**src/rtl/demux1_2_stream_if.sv**
```systemverilog
// Stream bundle for the 1:2 frame demux: one upstream sample stream plus two
// downstream channel streams with their frame counters and busy flag.
interface demux1_2_stream_if #(
  parameter int INPUT_WIDTH  = 12,
  parameter int OUTPUT_WIDTH = 12,
  parameter int CNT_WIDTH    = 16
);
  logic                    Sel;
  logic [INPUT_WIDTH-1:0]  CH_IN;
  logic                    IN_VALID;
  logic                    IN_LAST;
  logic                    IN_READY;
  logic [OUTPUT_WIDTH-1:0] CH_OUT1;
  logic [OUTPUT_WIDTH-1:0] CH_OUT2;
  logic                    OUT_VALID1;
  logic                    OUT_VALID2;
  logic                    OUT_LAST1;
  logic                    OUT_LAST2;
  logic                    OUT_READY1;
  logic                    OUT_READY2;
  logic [CNT_WIDTH-1:0]    FRAME_CNT1;
  logic [CNT_WIDTH-1:0]    FRAME_CNT2;
  logic                    BUSY;

  // Upstream source and downstream sinks.
  modport master (
    output Sel, CH_IN, IN_VALID, IN_LAST, OUT_READY1, OUT_READY2,
    input  IN_READY, CH_OUT1, CH_OUT2, OUT_VALID1, OUT_VALID2,
    input  OUT_LAST1, OUT_LAST2, FRAME_CNT1, FRAME_CNT2, BUSY
  );

  // The demux itself.
  modport slave (
    input  Sel, CH_IN, IN_VALID, IN_LAST, OUT_READY1, OUT_READY2,
    output IN_READY, CH_OUT1, CH_OUT2, OUT_VALID1, OUT_VALID2,
    output OUT_LAST1, OUT_LAST2, FRAME_CNT1, FRAME_CNT2, BUSY
  );
endinterface

```
**src/rtl/demux1_2_stream.sv**
```systemverilog
// Routes whole frames of a sample stream to one of two registered output
// channels; the destination is locked on the first beat of each frame.
//
// state | meaning
// IDLE  | between frames, target follows Sel live
// ROUTE | mid-frame, target locked until the last beat is accepted
module demux1_2_stream #(
  parameter int INPUT_WIDTH  = 12,
  parameter int OUTPUT_WIDTH = 12,
  parameter int CNT_WIDTH    = 16
) (
  input  logic                   clk_in,
  input  logic                   RST_n,
  demux1_2_stream_if.slave       bus
);

  typedef enum logic {IDLE, ROUTE} state_t;

  state_t                  state;
  logic                    lock_sel;
  logic                    busy;
  logic                    valid1, valid2;
  logic                    last1, last2;
  logic [OUTPUT_WIDTH-1:0] data1, data2;
  logic [CNT_WIDTH-1:0]    cnt1, cnt2;

  logic                    target;
  logic                    in_ready;
  logic                    accept;
  logic                    drain1, drain2;
  logic [OUTPUT_WIDTH-1:0] sample;

  assign target   = (state == IDLE) ? bus.Sel : lock_sel;
  assign in_ready = RST_n && (target ? (!valid2 || bus.OUT_READY2)
                                     : (!valid1 || bus.OUT_READY1));
  assign accept   = bus.IN_VALID && in_ready;
  assign drain1   = valid1 && bus.OUT_READY1;
  assign drain2   = valid2 && bus.OUT_READY2;
  assign sample   = bus.CH_IN[INPUT_WIDTH-1 -: OUTPUT_WIDTH];

  always_ff @(posedge clk_in) begin
    if (!RST_n) begin
      state    <= IDLE;
      lock_sel <= 1'b0;
      busy     <= 1'b0;
      valid1   <= 1'b0;
      valid2   <= 1'b0;
      last1    <= 1'b0;
      last2    <= 1'b0;
      data1    <= '0;
      data2    <= '0;
      cnt1     <= '0;
      cnt2     <= '0;
    end else begin
      if (drain1) begin
        valid1 <= 1'b0;
        if (last1) cnt1 <= cnt1 + CNT_WIDTH'(1);
      end
      if (drain2) begin
        valid2 <= 1'b0;
        if (last2) cnt2 <= cnt2 + CNT_WIDTH'(1);
      end

      // A load in the same cycle as a drain overrides the valid clear above.
      if (accept) begin
        if (target) begin
          data2  <= sample;
          last2  <= bus.IN_LAST;
          valid2 <= 1'b1;
        end else begin
          data1  <= sample;
          last1  <= bus.IN_LAST;
          valid1 <= 1'b1;
        end
      end

      case (state)
        IDLE: begin
          if (accept) begin
            lock_sel <= bus.Sel;
            if (!bus.IN_LAST) begin
              state <= ROUTE;
              busy  <= 1'b1;
            end
          end
        end
        ROUTE: begin
          if (accept && bus.IN_LAST) begin
            state <= IDLE;
            busy  <= 1'b0;
          end
        end
        default: begin
          state <= IDLE;
          busy  <= 1'b0;
        end
      endcase
    end
  end

  assign bus.IN_READY   = in_ready;
  assign bus.CH_OUT1    = data1;
  assign bus.CH_OUT2    = data2;
  assign bus.OUT_VALID1 = valid1;
  assign bus.OUT_VALID2 = valid2;
  assign bus.OUT_LAST1  = last1;
  assign bus.OUT_LAST2  = last2;
  assign bus.FRAME_CNT1 = cnt1;
  assign bus.FRAME_CNT2 = cnt2;
  assign bus.BUSY       = busy;

endmodule

```
**src/flat_wrapper.sv**
```systemverilog
// flat-port wrapper written by rule: the top's interface ports become plain ports
module demux1_2_stream_flat 
#(
  parameter int INPUT_WIDTH  = 12,
  parameter int OUTPUT_WIDTH = 12,
  parameter int CNT_WIDTH    = 16
)
  (clk_in, RST_n, bus_Sel, bus_CH_IN, bus_IN_VALID, bus_IN_LAST, bus_OUT_READY1, bus_OUT_READY2, bus_IN_READY, bus_CH_OUT1, bus_CH_OUT2, bus_OUT_VALID1, bus_OUT_VALID2, bus_OUT_LAST1, bus_OUT_LAST2, bus_FRAME_CNT1, bus_FRAME_CNT2, bus_BUSY);
  demux1_2_stream_if #(.INPUT_WIDTH(INPUT_WIDTH), .OUTPUT_WIDTH(OUTPUT_WIDTH), .CNT_WIDTH(CNT_WIDTH)) bus_i ();
  input  logic clk_in;
  input  logic RST_n;
  input wire logic [$bits(bus_i.Sel)-1:0] bus_Sel;
  input wire logic [$bits(bus_i.CH_IN)-1:0] bus_CH_IN;
  input wire logic [$bits(bus_i.IN_VALID)-1:0] bus_IN_VALID;
  input wire logic [$bits(bus_i.IN_LAST)-1:0] bus_IN_LAST;
  input wire logic [$bits(bus_i.OUT_READY1)-1:0] bus_OUT_READY1;
  input wire logic [$bits(bus_i.OUT_READY2)-1:0] bus_OUT_READY2;
  output wire logic [$bits(bus_i.IN_READY)-1:0] bus_IN_READY;
  output wire logic [$bits(bus_i.CH_OUT1)-1:0] bus_CH_OUT1;
  output wire logic [$bits(bus_i.CH_OUT2)-1:0] bus_CH_OUT2;
  output wire logic [$bits(bus_i.OUT_VALID1)-1:0] bus_OUT_VALID1;
  output wire logic [$bits(bus_i.OUT_VALID2)-1:0] bus_OUT_VALID2;
  output wire logic [$bits(bus_i.OUT_LAST1)-1:0] bus_OUT_LAST1;
  output wire logic [$bits(bus_i.OUT_LAST2)-1:0] bus_OUT_LAST2;
  output wire logic [$bits(bus_i.FRAME_CNT1)-1:0] bus_FRAME_CNT1;
  output wire logic [$bits(bus_i.FRAME_CNT2)-1:0] bus_FRAME_CNT2;
  output wire logic [$bits(bus_i.BUSY)-1:0] bus_BUSY;
  assign bus_i.Sel = bus_Sel;
  assign bus_i.CH_IN = bus_CH_IN;
  assign bus_i.IN_VALID = bus_IN_VALID;
  assign bus_i.IN_LAST = bus_IN_LAST;
  assign bus_i.OUT_READY1 = bus_OUT_READY1;
  assign bus_i.OUT_READY2 = bus_OUT_READY2;
  assign bus_IN_READY = bus_i.IN_READY;
  assign bus_CH_OUT1 = bus_i.CH_OUT1;
  assign bus_CH_OUT2 = bus_i.CH_OUT2;
  assign bus_OUT_VALID1 = bus_i.OUT_VALID1;
  assign bus_OUT_VALID2 = bus_i.OUT_VALID2;
  assign bus_OUT_LAST1 = bus_i.OUT_LAST1;
  assign bus_OUT_LAST2 = bus_i.OUT_LAST2;
  assign bus_FRAME_CNT1 = bus_i.FRAME_CNT1;
  assign bus_FRAME_CNT2 = bus_i.FRAME_CNT2;
  assign bus_BUSY = bus_i.BUSY;
  demux1_2_stream #(.INPUT_WIDTH(INPUT_WIDTH), .OUTPUT_WIDTH(OUTPUT_WIDTH), .CNT_WIDTH(CNT_WIDTH)) u_core (.clk_in(clk_in), .RST_n(RST_n), .bus(bus_i));
endmodule
```
**config.mk**
```make
export PLATFORM = sky130hd
export DESIGN_NAME = demux1_2_stream_flat
export DESIGN_NICKNAME = d
export VERILOG_FILES = /design/src/rtl/demux1_2_stream_if.sv /design/src/rtl/demux1_2_stream.sv /design/src/flat_wrapper.sv
export SDC_FILE = /design/constraint.sdc
export NUM_CORES = 1
export LEC_CHECK = 0
export BUFFER_PORTS_ARGS = -buffer_cell sky130_fd_sc_hd__buf_2
export CAP_MARGIN = 40
export CORE_MARGIN = 3
export CORE_UTILIZATION = 40
export CTS_BUF_LIST = sky130_fd_sc_hd__clkbuf_8
export CTS_CLUSTER_SIZE = 28
export DETAILED_ROUTE_END_ITERATION = 10
export PLACE_DENSITY = 0.64
export SLEW_MARGIN = 20
export SYNTH_ARGS = -nofsm -noshare
export SYNTH_HDL_FRONTEND = slang
export SYNTH_SLANG_ARGS = --single-unit
```
**constraint.sdc**
```tcl
create_clock -name clk_in -period 1.8 [get_ports clk_in]
set_input_delay 0.18 -clock clk_in [delete_from_list [all_inputs] [get_ports clk_in]]
set_output_delay 0.18 -clock clk_in [all_outputs]
set_load 0.05 [all_outputs]
```
==> flow_summary.toml <==
[outcome]
status = "complete, no violations"

[final_layout]
antenna_cells = 0
final_nets = 392
area_growth_pct = 29.73
layout-drive-gt1-share_pct = 39.63
fin_util_pct = 55.65

[sta]
slew_viol_final = 0
setup_violations = 0
timing.fmax_mhz = 569.7
rsz0062_at_grt = "yes"
finalCriticalPeriod_ps = 1755
tightest_slew_ps = 354.1
finalCritPeriodShare_pct = 97.52
skew_ps = 6.751
maxSlewHeadroom_pct = 76.34
setup_ws_ps = 44.68
tns_ps = 0
hold_violations = 0

[placed_design]
dp.final_hpwl_um = 4359
place_ws_ps = 139.4
place.gp.congestion = 0.7860
portBuffers = 80

[yosys]
synthSimpleGateAreaFrac_pct = 23.22
netlist_instances = 280
synth-seq-cells = 63
seq_area_frac_synth_pct = 47.95
yosysUniqueCellTypes = 42
yosysWarnings = 0
synth_xor_area_share_pct = 5.661
synth_top_family_by_area = "simple AND/OR/NAND/NOR gates"
syn-num-nets = 301
synthAdderAreaFrac_pct = 0.9515
synth_common_cells = "dfxtp_1 (63), nor2_1 (52), mux2i_1 (30)"
syn_area_mm2 = 0.002630
synth_compound_area_share_pct = 7.088
synth_most_common_cell = "dfxtp_1"
synthMuxAreaShare_pct = 11.85
synth_top_cell_area_share_pct = 47.95
synth_edf_count = 0
synth_area_leaders = "dfxtp_1 (48%), mux2i_1 (11%), nor2_1 (7.4%)"
synth_ff_type = "dfxtp_1"
synth.avg_cell_area_um2 = 9.393
synth.largest_area_cell = "dfxtp_1"
async_flop_share_pct = 0

[clock_tree]
hold_buffers = 0
clk_latency_ps = 330
cts_made_buffers = 9
clk_pin_slew_ps = 70
cts_tree = "yes"
cts_root_buf = "clkbuf_8"
htree_levels = 3
clk_path_buf_depth = 2
clkSinkCount = 63

[floorplanning]
initial_core_util_pct = 42.90
die-area_mm2 = 0.007584
ios = 81
fp-row-count = 28
core_area_mm2 = 0.006131
dieHeight_um = 87.09
die_x_um = 87.09

[global_routing]
grt-ovfl-total = 0
grt_pass1_vias = 2207
grt_use_total_pct = 16.54
antenna_found_initial = 0
grt_pass1_wl_um = 9936
grt_max_degree = 23

[setup_path]
rr_worst_depth = 4
critPathKind = "reg2out"
critical_path_required_ps = 1620
cp_max_fo = 4
worstPathArrival_ps = 1580
end_kind = "primary output"
critPathLaunchType = "register"

[route]
dr_total_vias = 2296
wl_per_cell_um = 13.30
firstDrtPassIters = 4
antenna_left = 0
initialDrtViolationCount = 67
route.detailed.drc = 0
vias_per_cell = 5.091
wl_um = 5998

[worst_hold_path]
hold_depth = 3
hp-class = "in2reg"

[power]
p_leak_nw = 1.507
peakVddDrop_mv = 0.4914
powerDensity_mw_per_mm2 = 818.5

[run]
drv_cap = 0
power breakdown:
group	internal, mW	switching (mW)
sequential	1.42	0.0222
combinational	0.104	0.204
clock	0.520	0.522
total	2.04	0.748
state kept, by name (all words and copies together), names as in the netlist, named ones only:
register / cells
u_core.bus.OUT_VALID1: 1
u_core.bus.OUT_VALID2: 1
u_core.bus.CH_OUT2: 12
u_core.bus.BUSY: 1
u_core.bus.FRAME_CNT1: 16
u_core.bus.FRAME_CNT2: 16
u_core.bus.CH_OUT1: 12
u_core.bus.OUT_LAST2: 1
u_core.lock_sel: 1
u_core.bus.OUT_LAST1: 1
critical path: stages (launching register included):
cell,delay (ps)
dfxtp_4,380
mux2i_4,230
mux2_2,360
nor2_2,110
buf_6,170
final timing paths:
kind                              from                   endpoint  slack, ps
max reg2reg   u_core.bus.FRAME_CNT1[3]  u_core.bus.FRAME_CNT1[15]        140
min                      bus_CH_IN[10]     u_core.bus.CH_OUT1[10]        100
max                           register               bus_IN_READY         40
min reg2reg  u_core.bus.FRAME_CNT2[15]  u_core.bus.FRAME_CNT2[15]        470
what timing repair did:
action                                  4_1_cts  5_1_grt
resized for setup                             4        3
endpoints found under the setup margin        1        2
buffers inserted                              1        1
cells in the final DEF (no fill, tap or decap), types with 9 or more instances in the layout:
| cell type | count |
|---|---|
| a21oi_1 | 10 |
| nand2_1 | 13 |
| nand3_1 | 12 |
| mux2i_1 | 29 |
| dfxtp_2 | 20 |
| buf_2 | 79 |
| buf_4 | 16 |
| clkbuf_8 | 10 |
| dfxtp_1 | 38 |
| nor2_1 | 51 |
| xor2_1 | 9 |
layout make-up:
| cell class | instances | area [um^2] |
|---|---|---|
| well taps | 75 | 93.84 |
| fillers | 562 | 2719 |
| clock inverters | 6 | 30.03 |
| multi-input cells | 199 | 1311 |
| inverters | 2 | 7.507 |
| flip-flops and latches | 63 | 1305 |
| clock buffers | 10 | 137.6 |
| repair buffers | 96 | 526.8 |
per-stage QoR:
stage | total power [mW] | instances | hold slack (ps) | instance area [um^2]
2_1_floorplan | 1.680 | 280 | 327.1 | 2673
3_3_place_gp | 1.767 | 433 | 427.7 | 3198
3_5_place_dp | 1.769 | 433 | 446.8 | 3198
4_1_cts | 2.824 | 450 | 87.99 | 3385
5_1_grt | 2.923 | 451 | 100.3 | 3412
6_report | 2.793 | 451 | 100.9 | 3412
logic make-up (layout without fill, tap and decap cells):
group / count (synthesis) / in the layout
AND/OR/NAND/NOR: 119 / 119
flip-flops: 63 / 63
multiplexers: 31 / 31
AO/OA/AOI/OAI: 30 / 30
buffers and inverters: 18 / 114
XOR/XNOR: 17 / 17
adder cells (fa/ha/maj): 2 / 2
layer usage:
layer,global-route usage (%),routed length (um),vias to the layer above
met5,0,0,-
met4,7.224,92,0
met3,5.771,476,8
met2,25.19,2618,65
met1,21.09,2811,1056
li1,-,-,1167
No activity file was read; power rests on OpenSTA's default activity.
